--- src/rtl/dram_rdbuf.sv ---
// Read-return buffer: pairs DDR read beats into 64-byte lines and queues them for the controller.
// Optional line/drop statistics counters are enabled with `define DRAM_RDBUF_STATS_EN.
module dram_rdbuf #(
    parameter int unsigned DEPTH = 4
) (
    input  logic                     rclk,
    input  logic                     arst,
    input  logic                     io_dram_data_valid,
    input  logic [255:0]             io_dram_data_in,
    input  logic [31:0]              io_dram_ecc_in,
    input  logic                     dram_io_channel_disabled,
    input  logic                     rdbuf_err_clr,
    input  logic                     rdbuf_line_rdy,
    output logic                     rdbuf_line_vld,
    output logic [511:0]             rdbuf_line_data,
    output logic [63:0]              rdbuf_line_ecc,
    output logic                     rdbuf_ovf_err,
    output logic                     rdbuf_frame_err,
    output logic [$clog2(DEPTH):0]   rdbuf_cnt
`ifdef DRAM_RDBUF_STATS_EN
    ,
    output logic [15:0]              rdbuf_line_cnt,
    output logic [15:0]              rdbuf_drop_cnt
`endif
);
    localparam int unsigned AW = $clog2(DEPTH);
    localparam int unsigned CW = AW + 1;

    typedef enum logic {EMPTY, HALF} state_e;

    state_e          state_q, state_d;
    logic [255:0]    beat0_data_q;
    logic [31:0]     beat0_ecc_q;
    logic            capture, push, frame_set;
    logic            pop, push_ok, ovf_set;

    logic [511:0]    mem_data_q [DEPTH];
    logic [63:0]     mem_ecc_q  [DEPTH];
    logic [AW-1:0]   wptr_q, wptr_d, rptr_q, rptr_d;
    logic [CW-1:0]   cnt_q, cnt_d;
    logic            ovf_q, ovf_d, frame_q, frame_d;

    always_ff @(posedge rclk or posedge arst) begin
        if (arst) state_q <= EMPTY;
        else      state_q <= state_d;
    end

    always_comb begin
        state_d = state_q;
        if (dram_io_channel_disabled) begin
            state_d = EMPTY;
        end else begin
            case (state_q)
                EMPTY:   if (io_dram_data_valid) state_d = HALF;
                HALF:    state_d = EMPTY;
                default: state_d = EMPTY;
            endcase
        end
    end

    always_comb begin
        capture   = 1'b0;
        push      = 1'b0;
        frame_set = 1'b0;
        if (!dram_io_channel_disabled) begin
            case (state_q)
                EMPTY:   capture = io_dram_data_valid;
                HALF: begin
                    push      = io_dram_data_valid;
                    frame_set = !io_dram_data_valid;
                end
                default: ;
            endcase
        end
    end

    always_ff @(posedge rclk or posedge arst) begin
        if (arst) begin
            beat0_data_q <= '0;
            beat0_ecc_q  <= '0;
        end else if (capture) begin
            beat0_data_q <= io_dram_data_in;
            beat0_ecc_q  <= io_dram_ecc_in;
        end
    end

    // A full FIFO still accepts a push when the head leaves in the same cycle.
    assign pop     = (cnt_q != '0) && rdbuf_line_rdy;
    assign push_ok = push && ((cnt_q < CW'(DEPTH)) || pop);
    assign ovf_set = push && !push_ok;

    always_comb begin
        wptr_d = wptr_q + AW'(push_ok);
        rptr_d = rptr_q + AW'(pop);
        cnt_d  = cnt_q;
        case ({push_ok, pop})
            2'b10:   cnt_d = cnt_q + 1'b1;
            2'b01:   cnt_d = cnt_q - 1'b1;
            default: cnt_d = cnt_q;
        endcase
        if (dram_io_channel_disabled) begin
            wptr_d = '0;
            rptr_d = '0;
            cnt_d  = '0;
        end
    end

    always_ff @(posedge rclk or posedge arst) begin
        if (arst) begin
            wptr_q <= '0;
            rptr_q <= '0;
            cnt_q  <= '0;
        end else begin
            wptr_q <= wptr_d;
            rptr_q <= rptr_d;
            cnt_q  <= cnt_d;
        end
    end

    always_ff @(posedge rclk or posedge arst) begin
        if (arst) begin
            for (int unsigned i = 0; i < DEPTH; i++) begin
                mem_data_q[i] <= '0;
                mem_ecc_q[i]  <= '0;
            end
        end else if (push_ok) begin
            mem_data_q[wptr_q] <= {io_dram_data_in, beat0_data_q};
            mem_ecc_q[wptr_q]  <= {io_dram_ecc_in, beat0_ecc_q};
        end
    end

    assign ovf_d   = ovf_set   | (ovf_q   & ~rdbuf_err_clr);
    assign frame_d = frame_set | (frame_q & ~rdbuf_err_clr);

    always_ff @(posedge rclk or posedge arst) begin
        if (arst) begin
            ovf_q   <= 1'b0;
            frame_q <= 1'b0;
        end else begin
            ovf_q   <= ovf_d;
            frame_q <= frame_d;
        end
    end

    assign rdbuf_line_vld  = (cnt_q != '0);
    assign rdbuf_line_data = mem_data_q[rptr_q];
    assign rdbuf_line_ecc  = mem_ecc_q[rptr_q];
    assign rdbuf_ovf_err   = ovf_q;
    assign rdbuf_frame_err = frame_q;
    assign rdbuf_cnt       = cnt_q;

`ifdef DRAM_RDBUF_STATS_EN
    logic [15:0] line_cnt_q, line_cnt_d, drop_cnt_q, drop_cnt_d;
    logic        line_inc, drop_inc;

    assign line_inc = push_ok;
    assign drop_inc = ovf_set | frame_set;

    // Clear wins over history but not over a same-cycle event, which loads 1.
    always_comb begin
        line_cnt_d = line_cnt_q;
        drop_cnt_d = drop_cnt_q;
        if (rdbuf_err_clr) begin
            line_cnt_d = {15'd0, line_inc};
            drop_cnt_d = {15'd0, drop_inc};
        end else begin
            if (line_inc && (line_cnt_q != '1)) line_cnt_d = line_cnt_q + 16'd1;
            if (drop_inc && (drop_cnt_q != '1)) drop_cnt_d = drop_cnt_q + 16'd1;
        end
    end

    always_ff @(posedge rclk or posedge arst) begin
        if (arst) begin
            line_cnt_q <= '0;
            drop_cnt_q <= '0;
        end else begin
            line_cnt_q <= line_cnt_d;
            drop_cnt_q <= drop_cnt_d;
        end
    end

    assign rdbuf_line_cnt = line_cnt_q;
    assign rdbuf_drop_cnt = drop_cnt_q;
`endif

endmodule

--- config.mk ---
export PLATFORM = sky130hd
export DESIGN_NAME = dram_rdbuf
export DESIGN_NICKNAME = d
export VERILOG_FILES = /design/src/rtl/dram_rdbuf.sv
export SDC_FILE = /design/constraint.sdc
export NUM_CORES = 2
export LEC_CHECK = 0
export ABC_AREA = 1
export BUFFER_PORTS_ARGS = -buffer_cell sky130_fd_sc_hd__buf_4
export CAP_MARGIN = 20
export CELL_PAD_IN_SITES_DETAIL_PLACEMENT = 0
export CELL_PAD_IN_SITES_GLOBAL_PLACEMENT = 1
export CORE_MARGIN = 2
export CORE_UTILIZATION = 45
export DETAILED_ROUTE_END_ITERATION = 10
export PLACE_DENSITY = 0.86
export SETUP_SLACK_MARGIN = 0.5
export SYNTH_ARGS = -nofsm -noshare
export SYNTH_HDL_FRONTEND = slang
export SYNTH_SLANG_ARGS = --single-unit
--- constraint.sdc ---
create_clock -name rclk -period 145.1 [get_ports rclk]
set_input_delay 43.53 -clock rclk [delete_from_list [all_inputs] [get_ports rclk]]
set_output_delay 43.53 -clock rclk [all_outputs]
set_load 0.005 [all_outputs]
==> impl_metrics.ini <==
[route]
antenna_left = 0
drt-pass1-iter-count = 6
wl_per_cell_um = 20.0
avgViaCountPerCell = 5.58
dr_total_vias = 89100
drt_first_iter_violations = 8750
drc = 0
finalWirelength_mm = 319

[critical_path]
cp_num_buf_inv = 6
critical_path_required_ns = 101.57
crit_family = buffers and inverters
slowest_stage = buf_4
path_max_fanout = 197
path_cells = inv_8 -> buf_4 -> buf_4 -> buf_4 -> buf_12 -> o21ai_0 -> o22ai_1 -> buf_4
crit_top_cell = buf_4
critical_path_class = register to primary output
worst_path_largest_cell_delay_ns = 0.80
start_kind = register
crit_arrival_ns = 6.64
end_kind = primary output

[placement]
place_ws_ns = 93.79
placedInstanceArea_sq_um = 116000
post-dp-hpwl_mm = 190
dp.cells = 15500
port_buffers = 875
globalplace.congestion = 0.831

[global_routing]
grt.total_usage_pct = 25.6
grt_max_degree = 223
antenna_found_initial = 22
grt.overflow.total = 0
grt_pass1_vias = 85000
grt_pass1_wl_mm = 500

[clock_tree]
path_clk_slew_ns = 0.06
clockBufferDepth = 4
post_cts_buffers = 0
hold_buffers = 0
cts-root-buf = clkbuf_16
cts_resized = 0
clock_latency_ns = 0.92
clock-sinks = 2602
htreeDepth = 5
cts_buffers = 295
cts_tree = yes

[die]
core_sq_um = 238000
placementRows = 179
dieArea_sq_um = 244000
io_pins = 876
die_w_um = 494
start_util_pct = 45.3
die_h_um = 494

[synthesis]
synthesis.area_sq_um = 108000
synth_most_common_cell = o21ai_0
synth_area_leader_cell = dfrtp_1
ys_seq_area_share_pct = 60.3
synthTopCellsByCount = o21ai_0 (2785), nand2_1 (2605), dfrtp_1 (2602), nor2_1 (1161), o21ai_1 (961)
synth-edff-count = 0
synth_seq_cells = 2602
synth.avg_cell_area_sq_um = 8.81
netlist_instances = 12300
synth_top_cell_area_share_pct = 60.3
async_flop_share_pct = 100
synth_flop_cell = dfrtp_1
syn_nets = 12600
ys_warn_count = 0
synthDistinctLibCells = 23
synth.area.top_cells = dfrtp_1 (60%), o21ai_0 (13%), nand2_1 (9.1%)

[sta]
post-route-min-period_ns = 50.17
max-slew-margin-rel_pct = 9.26
rsz0062_at_grt = false
tns_ns = 0
maxSlewViolCount = 0
finClkSkew_ns = 0.0888
max_freq_ghz = 0.0199
whs_ns = 0.476
setup_slack_ns = 94.93
tightest_slew_ns = 1.36
setup_viol = 0
period_share_pct = 34.6
hold_violations = 0

[power_and_ir_drop]
ir_worst_vdd_mv = 0.0129
power.density_nw_per_um2 = 16.4
power_leakage_nw = 59.6

[cells_and_area]
area_delta_synth_final_pct = 15.8
drive_gt1_share_pct = 11.2
fillCellCount = 21600
layout.cells.non_filler = 16000
final_nets = 12900
design_area_sq_um = 125000

[run]
drv_cap = 0

[hold_path]
hold_path.class = register to register

[status]
status = finished, final reports clean
==> routing by layer <==
layer	part of all wire [%]	vias to the layer above	GRT usage (%)
li1	-	41400	-
met1	42	43700	35.2
met2	45	3360	38.9
met3	8.5	613	6.08
met4	4.3	20	10.6
met5	0.036	-	0
==> final cells by class <==
cell class	count	area (sq um)	area share, %
Antenna cell	12	30.0	0.0240
Sequential cell	2602	65100	52.1
Clock buffer	430	8610	6.88
Timing Repair Buffer	995	7800	6.24
Inverter	590	2240	1.79
Clock inverter	63	586	0.468
Tap cell	3167	3960	3.17
Multi-Input combinational cell	8107	36700	29.3
==> cell families (layout without fill, tap and decap cells) <==
logic type	after synthesis	in the layout	synth area share, %
simple gates	3776	3776	13.2
compound gates	4326	4326	20.7
buf+inv	1544	2078	5.76
fa+ha+maj	3	3	0.0417
xor+xnor	2	2	0.0162
other cells	0	12	0
flops	2602	2602	60.3
==> cells in the final DEF (no fill, tap or decap) <==
| cell type | n |
|---|---|
| a21oi_1 | 2 |
| buf_12 | 17 |
| buf_16 | 6 |
| buf_4 | 972 |
| bufinv_16 | 8 |
| clkbuf_1 | 72 |
| clkbuf_16 | 303 |
| clkbuf_8 | 55 |
| clkinv_2 | 43 |
| clkinv_4 | 2 |
| clkinv_8 | 4 |
| clkinvlp_4 | 4 |
| dfrtp_1 | 2600 |
| dfrtp_4 | 2 |
| diode_2 | 12 |
| fa_1 | 1 |
| ha_1 | 2 |
| inv_1 | 586 |
| inv_2 | 1 |
| inv_6 | 2 |
| inv_8 | 3 |
| nand2_1 | 2605 |
| nand2_8 | 2 |
| nand3_1 | 2 |
| nand3_2 | 1 |
| nand3_4 | 2 |
| nand4_1 | 2 |
| nor2_1 | 1160 |
| nor2_4 | 2 |
| o21ai_0 | 2785 |
| o21ai_1 | 961 |
| o22ai_1 | 577 |
| o32ai_1 | 1 |
| xnor2_1 | 2 |
==> registers in the layout, indices dropped and copies added, names as in the netlist, 2 cells and up <==
signal / flops
beat0_data_q: 256
rdbuf_cnt: 3
mem_data_q: 2048
mem_ecc_q: 256
rptr_q: 2
beat0_ecc_q: 32
wptr_q: 2
==> tightest hold or removal path: stages (launching register included) <==
cell and delay (ns):
dfrtp_1 0.33, nand2_1 0.05, o21ai_0 0.06
==> report_power, final <==
group,switching [mW],internal (mW)
Combinational,0.318,0.194
Sequential,0.0339,0.792
Clock,0.289,0.423
Total,0.641,1.41
==> metrics by stage <==
stage                     power, mW  util [%]
after floorplan                1.09         -
after global placement         1.34      48.5
after detailed placement       1.35      48.5
after CTS                      2.06      52.4
after global routing           2.15      52.5
final                          2.05      52.5
==> path summary, 6_finish.rpt <==
| check | cells past startpoint | start | slack (ns) | end |
|---|---|---|---|---|
| max reg2reg | 12 | rdbuf_cnt[2] | 138.51 | mem_data_q[1173] |
| max | 8 | rptr_q[0] | 94.93 | rdbuf_line_data[108] |
| max in group asynchronous | 11 | arst | 95.24 | mem_data_q[286] |
| min | 2 | mem_data_q[1049] | 0.48 | mem_data_q[1049] |
| min in group asynchronous | 2 | arst | 42.75 | mem_data_q[1728] |
| min reg2reg | 2 | mem_data_q[1049] | 0.48 | mem_data_q[1049] |
Note: power is estimated with default switching activity, not from simulation.
